--- src/rtl/servo_sequencer_pkg.sv ---
`default_nettype none
// ============================================================================
// Package : servo_pkg
// Brief   : Position codes and FSM state encoding for the servo sequencer.
// Rev     : 1.0
// ============================================================================
package servo_pkg;

  localparam logic [1:0] POS_1MS   = 2'd0;
  localparam logic [1:0] POS_1_5MS = 2'd1;
  localparam logic [1:0] POS_2MS   = 2'd2;
  localparam logic [1:0] POS_OFF   = 2'd3;

  typedef enum logic [1:0] {
    ST_IDLE = 2'd0,
    ST_HOLD = 2'd1,
    ST_PARK = 2'd2
  } state_t;

endpackage
`default_nettype wire

--- src/rtl/servo_sequencer_if.sv ---
`default_nettype none
// ============================================================================
// Interface : servo_sequencer_if
// Brief     : Command channel (valid/ready handshake plus abort) into the sequencer.
// Rev       : 1.0
// ============================================================================
interface servo_sequencer_if #(
  parameter int HOLD_W = 8
);

  logic              cmd_valid;
  logic [1:0]        cmd_pos;
  logic [HOLD_W-1:0] cmd_hold;
  logic              cmd_ready;
  logic              abort;

  modport master (
    output cmd_valid,
    output cmd_pos,
    output cmd_hold,
    output abort,
    input  cmd_ready
  );

  modport slave (
    input  cmd_valid,
    input  cmd_pos,
    input  cmd_hold,
    input  abort,
    output cmd_ready
  );

endinterface
`default_nettype wire

--- src/rtl/servo_sequencer_cmd_fifo.sv ---
`default_nettype none
// ============================================================================
// Module : cmd_fifo
// Brief  : Power-of-two synchronous command FIFO with flush; full blocks push
//          even when a pop happens in the same cycle.
// Rev    : 1.0
// ============================================================================
module cmd_fifo #(
  parameter int WIDTH = 10,
  parameter int DEPTH = 4
) (
  input  wire logic                     clk,
  input  wire logic                     rst,
  input  wire logic                     flush,
  input  wire logic                     push,
  input  wire logic [WIDTH-1:0]         wdata,
  input  wire logic                     pop,
  output logic      [WIDTH-1:0]         rdata,
  output logic                          full,
  output logic                          empty,
  output logic      [$clog2(DEPTH):0]   level
);

  localparam int              AW          = $clog2(DEPTH);
  localparam logic [AW:0]     C_DEPTH     = (AW+1)'(DEPTH);
  localparam logic [AW:0]     C_CNT_ONE   = (AW+1)'(1);
  localparam logic [AW-1:0]   C_PTR_ONE   = AW'(1);

  logic [WIDTH-1:0] r_mem [DEPTH];
  logic [AW-1:0]    r_wr_ptr;
  logic [AW-1:0]    r_rd_ptr;
  logic [AW:0]      r_count;
  logic             w_push;
  logic             w_pop;

  assign full  = (r_count == C_DEPTH);
  assign empty = (r_count == '0);
  assign level = r_count;
  assign rdata = r_mem[r_rd_ptr];

  // Flush dominates both sides so an abort never lets an entry slip through.
  assign w_push = push && !full  && !flush;
  assign w_pop  = pop  && !empty && !flush;

  always_ff @(posedge clk) begin
    if (w_push) begin
      r_mem[r_wr_ptr] <= wdata;
    end
  end

  always_ff @(posedge clk or posedge rst) begin
    if (rst) begin
      r_wr_ptr <= '0;
      r_rd_ptr <= '0;
      r_count  <= '0;
    end else if (flush) begin
      r_wr_ptr <= '0;
      r_rd_ptr <= '0;
      r_count  <= '0;
    end else begin
      if (w_push) begin
        r_wr_ptr <= r_wr_ptr + C_PTR_ONE;
      end
      if (w_pop) begin
        r_rd_ptr <= r_rd_ptr + C_PTR_ONE;
      end
      case ({w_push, w_pop})
        2'b10:   r_count <= r_count + C_CNT_ONE;
        2'b01:   r_count <= r_count - C_CNT_ONE;
        default: r_count <= r_count;
      endcase
    end
  end

endmodule
`default_nettype wire

--- src/rtl/servo_sequencer.sv ---
`default_nettype none
// ============================================================================
// Module : servo_sequencer
// Brief  : Queues servo move commands and applies each one on a frame boundary.
// Rev    : 1.0
// ============================================================================
module servo_sequencer
  import servo_pkg::*;
#(
  parameter int CLK_FREQ = 50000000,
  parameter int FRAME_HZ = 50,
  parameter int DEPTH    = 4,
  parameter int HOLD_W   = 8
) (
  input  wire logic                    clk,
  input  wire logic                    rst,
  servo_sequencer_if.slave             cmd,
  output logic      [1:0]              sel,
  output logic                         frame_tick,
  output logic                         done,
  output logic                         aborted,
  output logic                         busy,
  output logic      [$clog2(DEPTH):0]  level
);

  localparam int                  C_FRAME_DIV = CLK_FREQ / FRAME_HZ;
  localparam int                  C_CNT_W     = $clog2(C_FRAME_DIV);
  localparam logic [C_CNT_W-1:0]  C_CNT_LAST  = C_CNT_W'(C_FRAME_DIV - 1);
  localparam logic [C_CNT_W-1:0]  C_CNT_ONE   = C_CNT_W'(1);
  localparam int                  C_FIFO_W    = 2 + HOLD_W;
  localparam logic [HOLD_W-1:0]   C_HOLD_ONE  = HOLD_W'(1);

  logic [C_CNT_W-1:0]  r_frame_cnt;
  logic                r_frame_tick;

  state_t              r_state;
  state_t              w_state_nxt;
  logic [1:0]          r_sel;
  logic [1:0]          w_sel_nxt;
  logic [HOLD_W-1:0]   r_hold_cnt;
  logic [HOLD_W-1:0]   w_hold_nxt;
  logic                r_done;
  logic                w_done_nxt;
  logic                r_aborted;
  logic                w_aborted_nxt;
  logic                r_abort_pend;
  logic                w_abort_pend_nxt;

  logic                w_full;
  logic                w_empty;
  logic                w_push;
  logic                w_pop;
  logic [C_FIFO_W-1:0] w_head;
  logic [1:0]          w_head_pos;
  logic [HOLD_W-1:0]   w_head_hold;
  logic [HOLD_W-1:0]   w_load_hold;

  // Free-running frame timebase; the tick is registered one cycle after wrap.
  always_ff @(posedge clk or posedge rst) begin
    if (rst) begin
      r_frame_cnt  <= '0;
      r_frame_tick <= 1'b0;
    end else begin
      r_frame_tick <= (r_frame_cnt == C_CNT_LAST);
      r_frame_cnt  <= (r_frame_cnt == C_CNT_LAST) ? '0 : (r_frame_cnt + C_CNT_ONE);
    end
  end

  assign cmd.cmd_ready = !w_full && !cmd.abort;
  assign w_push        = cmd.cmd_valid && cmd.cmd_ready;

  cmd_fifo #(
    .WIDTH (C_FIFO_W),
    .DEPTH (DEPTH)
  ) u_cmd_fifo (
    .clk   (clk),
    .rst   (rst),
    .flush (cmd.abort),
    .push  (w_push),
    .wdata ({cmd.cmd_pos, cmd.cmd_hold}),
    .pop   (w_pop),
    .rdata (w_head),
    .full  (w_full),
    .empty (w_empty),
    .level (level)
  );

  assign w_head_pos  = w_head[C_FIFO_W-1 -: 2];
  assign w_head_hold = w_head[HOLD_W-1:0];
  assign w_load_hold = (w_head_hold == '0) ? C_HOLD_ONE : w_head_hold;

  always_comb begin
    w_state_nxt      = r_state;
    w_sel_nxt        = r_sel;
    w_hold_nxt       = r_hold_cnt;
    w_done_nxt       = 1'b0;
    w_aborted_nxt    = 1'b0;
    w_abort_pend_nxt = r_abort_pend;
    w_pop            = 1'b0;
    case (r_state)
      ST_IDLE: begin
        // An abort seen while idle is only acknowledged at the next boundary.
        if (r_frame_tick && r_abort_pend) begin
          w_aborted_nxt    = 1'b1;
          w_abort_pend_nxt = 1'b0;
        end else if (cmd.abort) begin
          w_abort_pend_nxt = 1'b1;
        end else if (r_frame_tick && !w_empty) begin
          w_pop       = 1'b1;
          w_sel_nxt   = w_head_pos;
          w_hold_nxt  = w_load_hold;
          w_state_nxt = ST_HOLD;
        end
      end
      ST_HOLD: begin
        if (cmd.abort) begin
          w_state_nxt = ST_PARK;
        end else if (r_frame_tick) begin
          if (r_hold_cnt > C_HOLD_ONE) begin
            w_hold_nxt = r_hold_cnt - C_HOLD_ONE;
          end else begin
            w_done_nxt = 1'b1;
            if (!w_empty) begin
              w_pop      = 1'b1;
              w_sel_nxt  = w_head_pos;
              w_hold_nxt = w_load_hold;
            end else begin
              w_sel_nxt   = POS_OFF;
              w_hold_nxt  = '0;
              w_state_nxt = ST_IDLE;
            end
          end
        end
      end
      ST_PARK: begin
        if (r_frame_tick) begin
          w_sel_nxt     = POS_OFF;
          w_hold_nxt    = '0;
          w_aborted_nxt = 1'b1;
          w_state_nxt   = ST_IDLE;
        end
      end
      default: begin
        w_sel_nxt   = POS_OFF;
        w_hold_nxt  = '0;
        w_state_nxt = ST_IDLE;
      end
    endcase
  end

  always_ff @(posedge clk or posedge rst) begin
    if (rst) begin
      r_state      <= ST_IDLE;
      r_sel        <= POS_OFF;
      r_hold_cnt   <= '0;
      r_done       <= 1'b0;
      r_aborted    <= 1'b0;
      r_abort_pend <= 1'b0;
    end else begin
      r_state      <= w_state_nxt;
      r_sel        <= w_sel_nxt;
      r_hold_cnt   <= w_hold_nxt;
      r_done       <= w_done_nxt;
      r_aborted    <= w_aborted_nxt;
      r_abort_pend <= w_abort_pend_nxt;
    end
  end

  assign sel        = r_sel;
  assign frame_tick = r_frame_tick;
  assign done       = r_done;
  assign aborted    = r_aborted;
  assign busy       = (r_state != ST_IDLE) || !w_empty;

endmodule
`default_nettype wire

--- src/flat_wrapper.sv ---
// flat-port wrapper written by rule: the top's interface ports become plain ports
module servo_sequencer_flat import servo_pkg::*;
#(
  parameter int CLK_FREQ = 50000000,
  parameter int FRAME_HZ = 50,
  parameter int DEPTH    = 4,
  parameter int HOLD_W   = 8
)
  (clk, rst, sel, frame_tick, done, aborted, busy, level, cmd_cmd_valid, cmd_cmd_pos, cmd_cmd_hold, cmd_abort, cmd_cmd_ready);
  servo_sequencer_if #(.HOLD_W(HOLD_W)) cmd_i ();
  input  wire logic clk;
  input  wire logic rst;
  output logic      [1:0] sel;
  output logic frame_tick;
  output logic done;
  output logic aborted;
  output logic busy;
  output logic      [$clog2(DEPTH):0] level;
  input wire logic [$bits(cmd_i.cmd_valid)-1:0] cmd_cmd_valid;
  input wire logic [$bits(cmd_i.cmd_pos)-1:0] cmd_cmd_pos;
  input wire logic [$bits(cmd_i.cmd_hold)-1:0] cmd_cmd_hold;
  input wire logic [$bits(cmd_i.abort)-1:0] cmd_abort;
  output wire logic [$bits(cmd_i.cmd_ready)-1:0] cmd_cmd_ready;
  assign cmd_i.cmd_valid = cmd_cmd_valid;
  assign cmd_i.cmd_pos = cmd_cmd_pos;
  assign cmd_i.cmd_hold = cmd_cmd_hold;
  assign cmd_i.abort = cmd_abort;
  assign cmd_cmd_ready = cmd_i.cmd_ready;
  servo_sequencer #(.CLK_FREQ(CLK_FREQ), .FRAME_HZ(FRAME_HZ), .DEPTH(DEPTH), .HOLD_W(HOLD_W)) u_core (.clk(clk), .rst(rst), .cmd(cmd_i), .sel(sel), .frame_tick(frame_tick), .done(done), .aborted(aborted), .busy(busy), .level(level));
endmodule
--- config.mk ---
export PLATFORM = sky130hd
export DESIGN_NAME = servo_sequencer_flat
export DESIGN_NICKNAME = d
export VERILOG_FILES = /design/src/rtl/servo_sequencer_pkg.sv /design/src/rtl/servo_sequencer_if.sv /design/src/rtl/servo_sequencer_cmd_fifo.sv /design/src/rtl/servo_sequencer.sv /design/src/flat_wrapper.sv
export SDC_FILE = /design/constraint.sdc
export NUM_CORES = 1
export LEC_CHECK = 0
export ABC_AREA = 1
export CAP_MARGIN = 10
export CORE_MARGIN = 3
export CORE_UTILIZATION = 50
export DETAILED_ROUTE_END_ITERATION = 16
export PLACE_DENSITY = 0.68
export SETUP_SLACK_MARGIN = 0.3
export SYNTH_ARGS = -nofsm -noshare
export SYNTH_HDL_FRONTEND = slang
export SYNTH_HIERARCHICAL = 1
export SYNTH_SLANG_ARGS = --single-unit
--- constraint.sdc ---
create_clock -name clk -period 3.4 [get_ports clk]
set_input_delay 0.85 -clock clk [delete_from_list [all_inputs] [get_ports clk]]
set_output_delay 0.85 -clock clk [all_outputs]
set_load 0.05 [all_outputs]
==> results of run 1 <==
registers in the layout (all words and copies together) (netlist names):
signal                      cells
u_core/done                     1
u_core/u_cmd_fifo/r_rd_ptr      2
u_core/u_cmd_fifo/r_wr_ptr      2
u_core/r_hold_cnt               8
u_core/r_abort_pend             1
u_core/aborted                  1
u_core/r_frame_cnt             20
u_core/sel                      2
u_core/frame_tick               1
u_core/u_cmd_fifo/r_mem        40
u_core/u_cmd_fifo/level         3
u_core/r_state                  2
where the power goes:
| group | internal [mW] | switching (mW) | total [mW] |
|---|---|---|---|
| Clock | 0.428 | 0.384 | 0.812 |
| Sequential | 1.07 | 0.0139 | 1.09 |
| Combinational | 0.0552 | 0.104 | 0.159 |
synth_stat cells, drive strengths merged:
master,instances,area share [%]
xor2,7,1.5
nand2,92,8.7
nor2,94,9.6
buf,1,0.18
o21bai,1,0.18
nand4,6,1.3
nor3b,1,0.18
nand3,26,3.6
edfxtp,40,29
o21a,1,0.18
o21ai,42,5.2
a21boi,1,0.18
nor4,2,0.30
nand3b,1,0.18
fa,1,0.48
dfrtp,41,24
dfstp,2,1.3
clkbuf,6,0.54
xnor2,6,1.3
o22ai,10,1.5
a21oi,14,1.8
inv,65,5.8
o31ai,1,0.18
ha,7,2.1
nor3,8,0.95
per-stage QoR:
step                      hold slack, ns  cell area [um^2]  util (%)
after global placement            0.4952              4607     58.11
after floorplan                   0.4632              4202         -
after detailed placement          0.4957              4607     58.11
after CTS                         0.5113              4838     61.03
final                             0.5145              4841     61.06
after global routing              0.5400              4841     61.06
per-layer routing:
layer  part of all wire, %  up-vias
li1                      -     1624
met1                    47     1484
met2                    50       43
met3                   2.7        9
met4                   1.1        0
met5                     0        -
kinds of logic after synthesis:
kind of cell	after synthesis
xor+xnor	13
compound gates	70
simple gates	230
fa+ha+maj	8
buf+inv	72
flops	83
path summary, 6_finish.rpt:
path                                                 start                             to  slack (ns)  depth (start not counted)
worst min register to register      u_core/r_frame_cnt[15]         u_core/r_frame_cnt[15]        0.51                          1
worst max register to register  u_core/u_cmd_fifo/level[1]     u_core/u_cmd_fifo/level[2]        0.76                         17
max in group asynchronous                              rst           u_core/r_hold_cnt[0]        1.79                          3
min in group asynchronous                              rst  u_core/u_cmd_fifo/r_wr_ptr[1]        0.76                          2
worst min-delay path                u_core/r_frame_cnt[15]         u_core/r_frame_cnt[15]        0.51                          1
worst max-delay path                             cmd_abort     u_core/u_cmd_fifo/level[2]        0.60                         15
area by class of cell:
type | instances | area [um^2]
tap | 102 | 127.6
multi-input combinational | 321 | 1648
fill | 670 | 3087
clock buffer | 9 | 123.9
inverter | 65 | 244.0
sequential | 83 | 2280
timing repair buffer | 32 | 310.3
clock inverter | 7 | 107.6
worst max-delay path, stage by stage:
cell	delay [ns]
clkdlybuf4s50_1	0.67
inv_1	0.14
nand4_1	0.11
o21ai_0	0.13
nand2_2	0.14
nor2_2	0.05
nand2_1	0.09
inv_1	0.06
fa_1	0.37
xnor2_1	0.20
inv_1	0.05
nand2_1	0.06
nand2_1	0.04
nand2_1	0.05
nand2_1	0.04
==> impl_metrics.py, run 1 <==
metrics = {
    "yosys": {
        "synth_xor_area_share_pct": 2.710,
        "syn-num-nets": 498,
        "yosys_warnings": 6,
        "synth_top_family_by_area": "simple AND/OR/NAND/NOR gates",
        "avgSynthCellArea_um2": 8.827,
        "synth_compound_area_share_pct": 9.142,
        "ys_types": 37,
        "synth-seq-cells": 83,
        "syn_inst": 476,
        "synthAdderAreaFrac_pct": 2.561,
        "synthMuxAreaShare_pct": 0,
        "seq_area_frac_synth_pct": 54.26,
        "syn_area_mm2": 0.004202,
        "synth_simple_gate_area_share_pct": 24.81,
    },
    "grt": {
        "grt_antenna_before_repair": 0,
        "gr-total-overflow": 0,
        "busiest_layer": "met2",
        "grt_pass1_vias": 3062,
        "met1_usage_pct": 22.54,
        "grt_first_pass_wirelength_um": 13890,
        "track_usage_pct": 17.83,
        "grt_max_degree": 23,
        "use_met2_pct": 30.10,
        "met3_usage_pct": 3.661,
    },
    "finish": {
        "final_common_cell": "nand2_1",
        "nets": 534,
        "layout.cells.most_common_list": "86 x nand2_1, 85 x nor2_1, 58 x inv_1",
        "area_delta_synth_final_pct": 15.22,
        "drive_gt1_share_pct": 11.03,
        "n_antenna_cell": 0,
        "layout.cells.non_filler": 619,
    },
    "setup_path": {
        "cp-start-kind": "input pin",
        "cp.required_ns": 3.65,
        "path_class": "input pin to flip-flop",
        "end_kind": "flip-flop",
        "cp_max_fo": 8,
        "cp.arrival_ns": 3.05,
    },
    "cts": {
        "cts_setup_buffers": 0,
        "cts_root_buffer": "clkbuf_8",
        "clk_pin_slew_ns": 0.09,
        "hold_buffers": 0,
        "cts_sinks": 83,
        "cts.path.max_buffers": 2,
        "cts_resized": 0,
        "cts_tree": "done",
        "clkLatencyLatePin_ns": 0.35,
        "cts-buffers-inserted": 9,
        "htree_num_levels": 3,
    },
    "routing": {
        "drtPass1Iterations": 6,
        "initialDrtViolationCount": 163,
        "ant_nets": 0,
        "wl_per_cell_um": 12.99,
        "drcViolationCount": 0,
        "wl_um": 8040,
        "vias": 3160,
        "via_per_inst": 5.105,
    },
    "outcome": {
        "outcome": "completed",
    },
    "sta": {
        "period_share_pct": 82.45,
        "fmax_mhz": 356.7,
        "min_period_ns": 2.803,
        "setup_ws_ns": 0.5967,
        "slew_violations": 0,
        "grt_setup_unrepaired": "no",
        "finalHoldViolCount": 0,
        "worst_slew_pin_slew_ns": 0.7981,
        "final-setup-viol-count": 0,
        "max-slew-margin-rel_pct": 46.73,
        "clock_skew_ns": 0.008739,
        "fin_setup_tns_ns": 0,
    },
    "pwr": {
        "p_leak_nw": 2.149,
        "finalPower_mw": 2.056,
        "power_density_mw_per_mm2": 424.7,
        "ir_worst_vdd_uv": 302.7,
    },
    "flow_run": {
        "maxCapViolations": 0,
    },
    "placed_design": {
        "gp_congestion": 0.8264,
        "place_inst": 603,
        "pre_cts_ws_ns": 0.2337,
        "port_buffers": 23,
        "hpwl_um": 5822,
    },
    "die": {
        "die_area_mm2": 0.009539,
        "core_area_mm2": 0.007928,
        "rows": 32,
        "ios": 24,
        "start_util_pct": 53.00,
        "die_h_um": 97.67,
        "die_w_um": 97.67,
    },
    "min_path": {
        "hold_path_class": "flip-flop to flip-flop",
    },
}
No activity file was read; power rests on OpenSTA's default activity.
==> inputs of run 2 (changes only) <==
clock period = 2.6 ns   (was 3.4 ns; I/O delays follow)
==> impl_metrics.py, run 2 (synthesis gave the netlist of run 1 again) <==
metrics = {
    "die": {
        "start_util_pct": 53.00,
        "die_area_mm2": 0.009539,
        "die_w_um": 97.67,
        "core_area_mm2": 0.007928,
        "rows": 32,
        "ios": 24,
        "die_h_um": 97.67,
    },
    "setup_path": {
        "timing.rr.start": "u_core/r_hold_cnt[1]",
        "r2r_end": "u_core/u_cmd_fifo/level[2]",
        "path_class": "flip-flop to primary output",
        "reg2reg_slack_ns": 0.31,
        "r2r_cells": 19,
        "cp-start-kind": "flip-flop",
        "critPathCapture": "level[2]",
        "crit_start": "u_core/u_cmd_fifo/level[2]",
        "cp_max_fo": 4,
        "end_kind": "primary output",
        "cp.arrival_ns": 1.67,
        "cp.required_ns": 1.95,
    },
    "routing": {
        "drtPass1Iterations": 5,
        "ant_nets": 0,
        "wl_per_cell_um": 13.78,
        "wl_um": 8806,
        "drcViolationCount": 0,
        "vias": 3318,
        "via_per_inst": 5.192,
        "initialDrtViolationCount": 144,
    },
    "finish": {
        "layout.cells.most_common_list": "85 x nand2_1, 84 x nor2_1, 53 x inv_1",
        "largest_registers": "u_core/u_cmd_fifo/r_mem (40), u_core/r_frame_cnt (20), u_core/r_hold_cnt (8)",
        "nets": 554,
        "regMostFlops": "u_core/u_cmd_fifo/r_mem",
        "drive_gt1_share_pct": 17.13,
        "area_delta_synth_final_pct": 20.28,
        "final_common_cell": "nand2_1",
        "largest_reg_flops": 40,
        "nFillCells": 644,
        "n_antenna_cell": 0,
    },
    "sta": {
        "fmax_mhz": 431.6,
        "min_period_ns": 2.317,
        "max-slew-margin-rel_pct": 65.82,
        "fin_setup_tns_ns": 0,
        "final-setup-viol-count": 0,
        "period_share_pct": 89.11,
        "setup_ws_ns": 0.2832,
        "slew_violations": 0,
        "clock_skew_ns": 0.01717,
        "finalHoldViolCount": 0,
        "grt_setup_unrepaired": "yes",
        "worst_slew_pin_slew_ns": 0.5148,
    },
    "cts": {
        "htree_num_levels": 3,
        "cts_tree": "done",
        "cts-buffers-inserted": 9,
        "clk_pin_slew_ns": 0.08,
        "cts.path.max_buffers": 2,
        "cts_root_buffer": "clkbuf_8",
        "cts_sinks": 83,
        "clkLatencyLatePin_ns": 0.36,
        "hold_buffers": 0,
    },
    "grt": {
        "grt_pass1_vias": 3137,
        "grt_antenna_before_repair": 0,
        "gr-total-overflow": 0,
        "grt_max_degree": 37,
        "grt_first_pass_wirelength_um": 14910,
        "track_usage_pct": 19.16,
    },
    "placed_design": {
        "pre_cts_ws_ns": -0.08063,
        "hpwl_um": 6054,
        "port_buffers": 23,
        "gp_congestion": 0.8485,
    },
    "min_path": {
        "hold_path_class": "flip-flop to flip-flop",
    },
    "pwr": {
        "p_leak_nw": 2.263,
        "finalPower_mw": 2.766,
        "power_density_mw_per_mm2": 547.4,
        "ir_worst_vdd_uv": 372.6,
    },
    "flow_run": {
        "maxCapViolations": 0,
    },
    "outcome": {
        "outcome": "completed",
    },
}
## run 2: critical path: stages, from the launching register on
cell	delay, ns
dfrtp_2	0.40
buf_4	0.13
clkdlybuf4s50_1	0.79
## run 2: through the flow
stage	utilization [%]	hold slack [ns]	instance area, um^2	instances
after floorplan	-	0.4532	4215	476
after global placement	58.95	0.4836	4673	610
after detailed placement	58.95	0.4836	4673	610
after CTS	62.78	0.4968	4977	633
after global routing	63.75	0.5407	5054	639
final	63.75	0.4990	5054	639
## run 2: final cells by class
type                    count  area, um^2  share of cell area, %
clock inverters             4       98.84                  1.956
clock buffers              12       135.1                  2.674
inverters                  65       246.5                  4.877
well taps                 102       127.6                  2.525
repair buffers             52       454.2                  8.987
flip-flops and latches     83        2285                  45.21
multi-input cells         321        1707                  33.77
## run 2: per-layer routing
layer  share of wire, %  global-route usage (%)  up-vias
met2                 48                   30.68       65
met5                  0                       0        -
met4                1.8                   7.987        0
li1                   -                       -     1660
met1                 47                   26.18     1580
met3                3.7                   2.728       13
## run 2: worst min path at each step
| stage | start | end | slack (ns) | cells after the start |
|---|---|---|---|---|
| 2_1_floorplan | rst | u_core/u_cmd_fifo/r_rd_ptr[0] | 0.45 | 1 |
| 3_3_place_gp | u_core/r_frame_cnt[15] | u_core/r_frame_cnt[15] | 0.48 | 1 |
| 3_5_place_dp | u_core/r_frame_cnt[15] | u_core/r_frame_cnt[15] | 0.48 | 1 |
| 4_1_cts | u_core/r_frame_cnt[15] | u_core/r_frame_cnt[15] | 0.50 | 1 |
| 5_1_grt | u_core/r_frame_cnt[15] | u_core/r_frame_cnt[15] | 0.54 | 1 |
| 6_report | u_core/r_frame_cnt[15] | u_core/r_frame_cnt[15] | 0.50 | 1 |
## run 2: power by group
part	switching (mW)	internal (mW)
registers	0.0173	1.40
clock network	0.444	0.641
logic	0.156	0.105
## run 2: timing repair
item | CTS | global route
cloned | 0 | 0
endpoints found under the setup margin | 7 | 2
pin swaps | 3 | 10
gates resized for setup | 15 | 8
setup buffers | 7 | 6
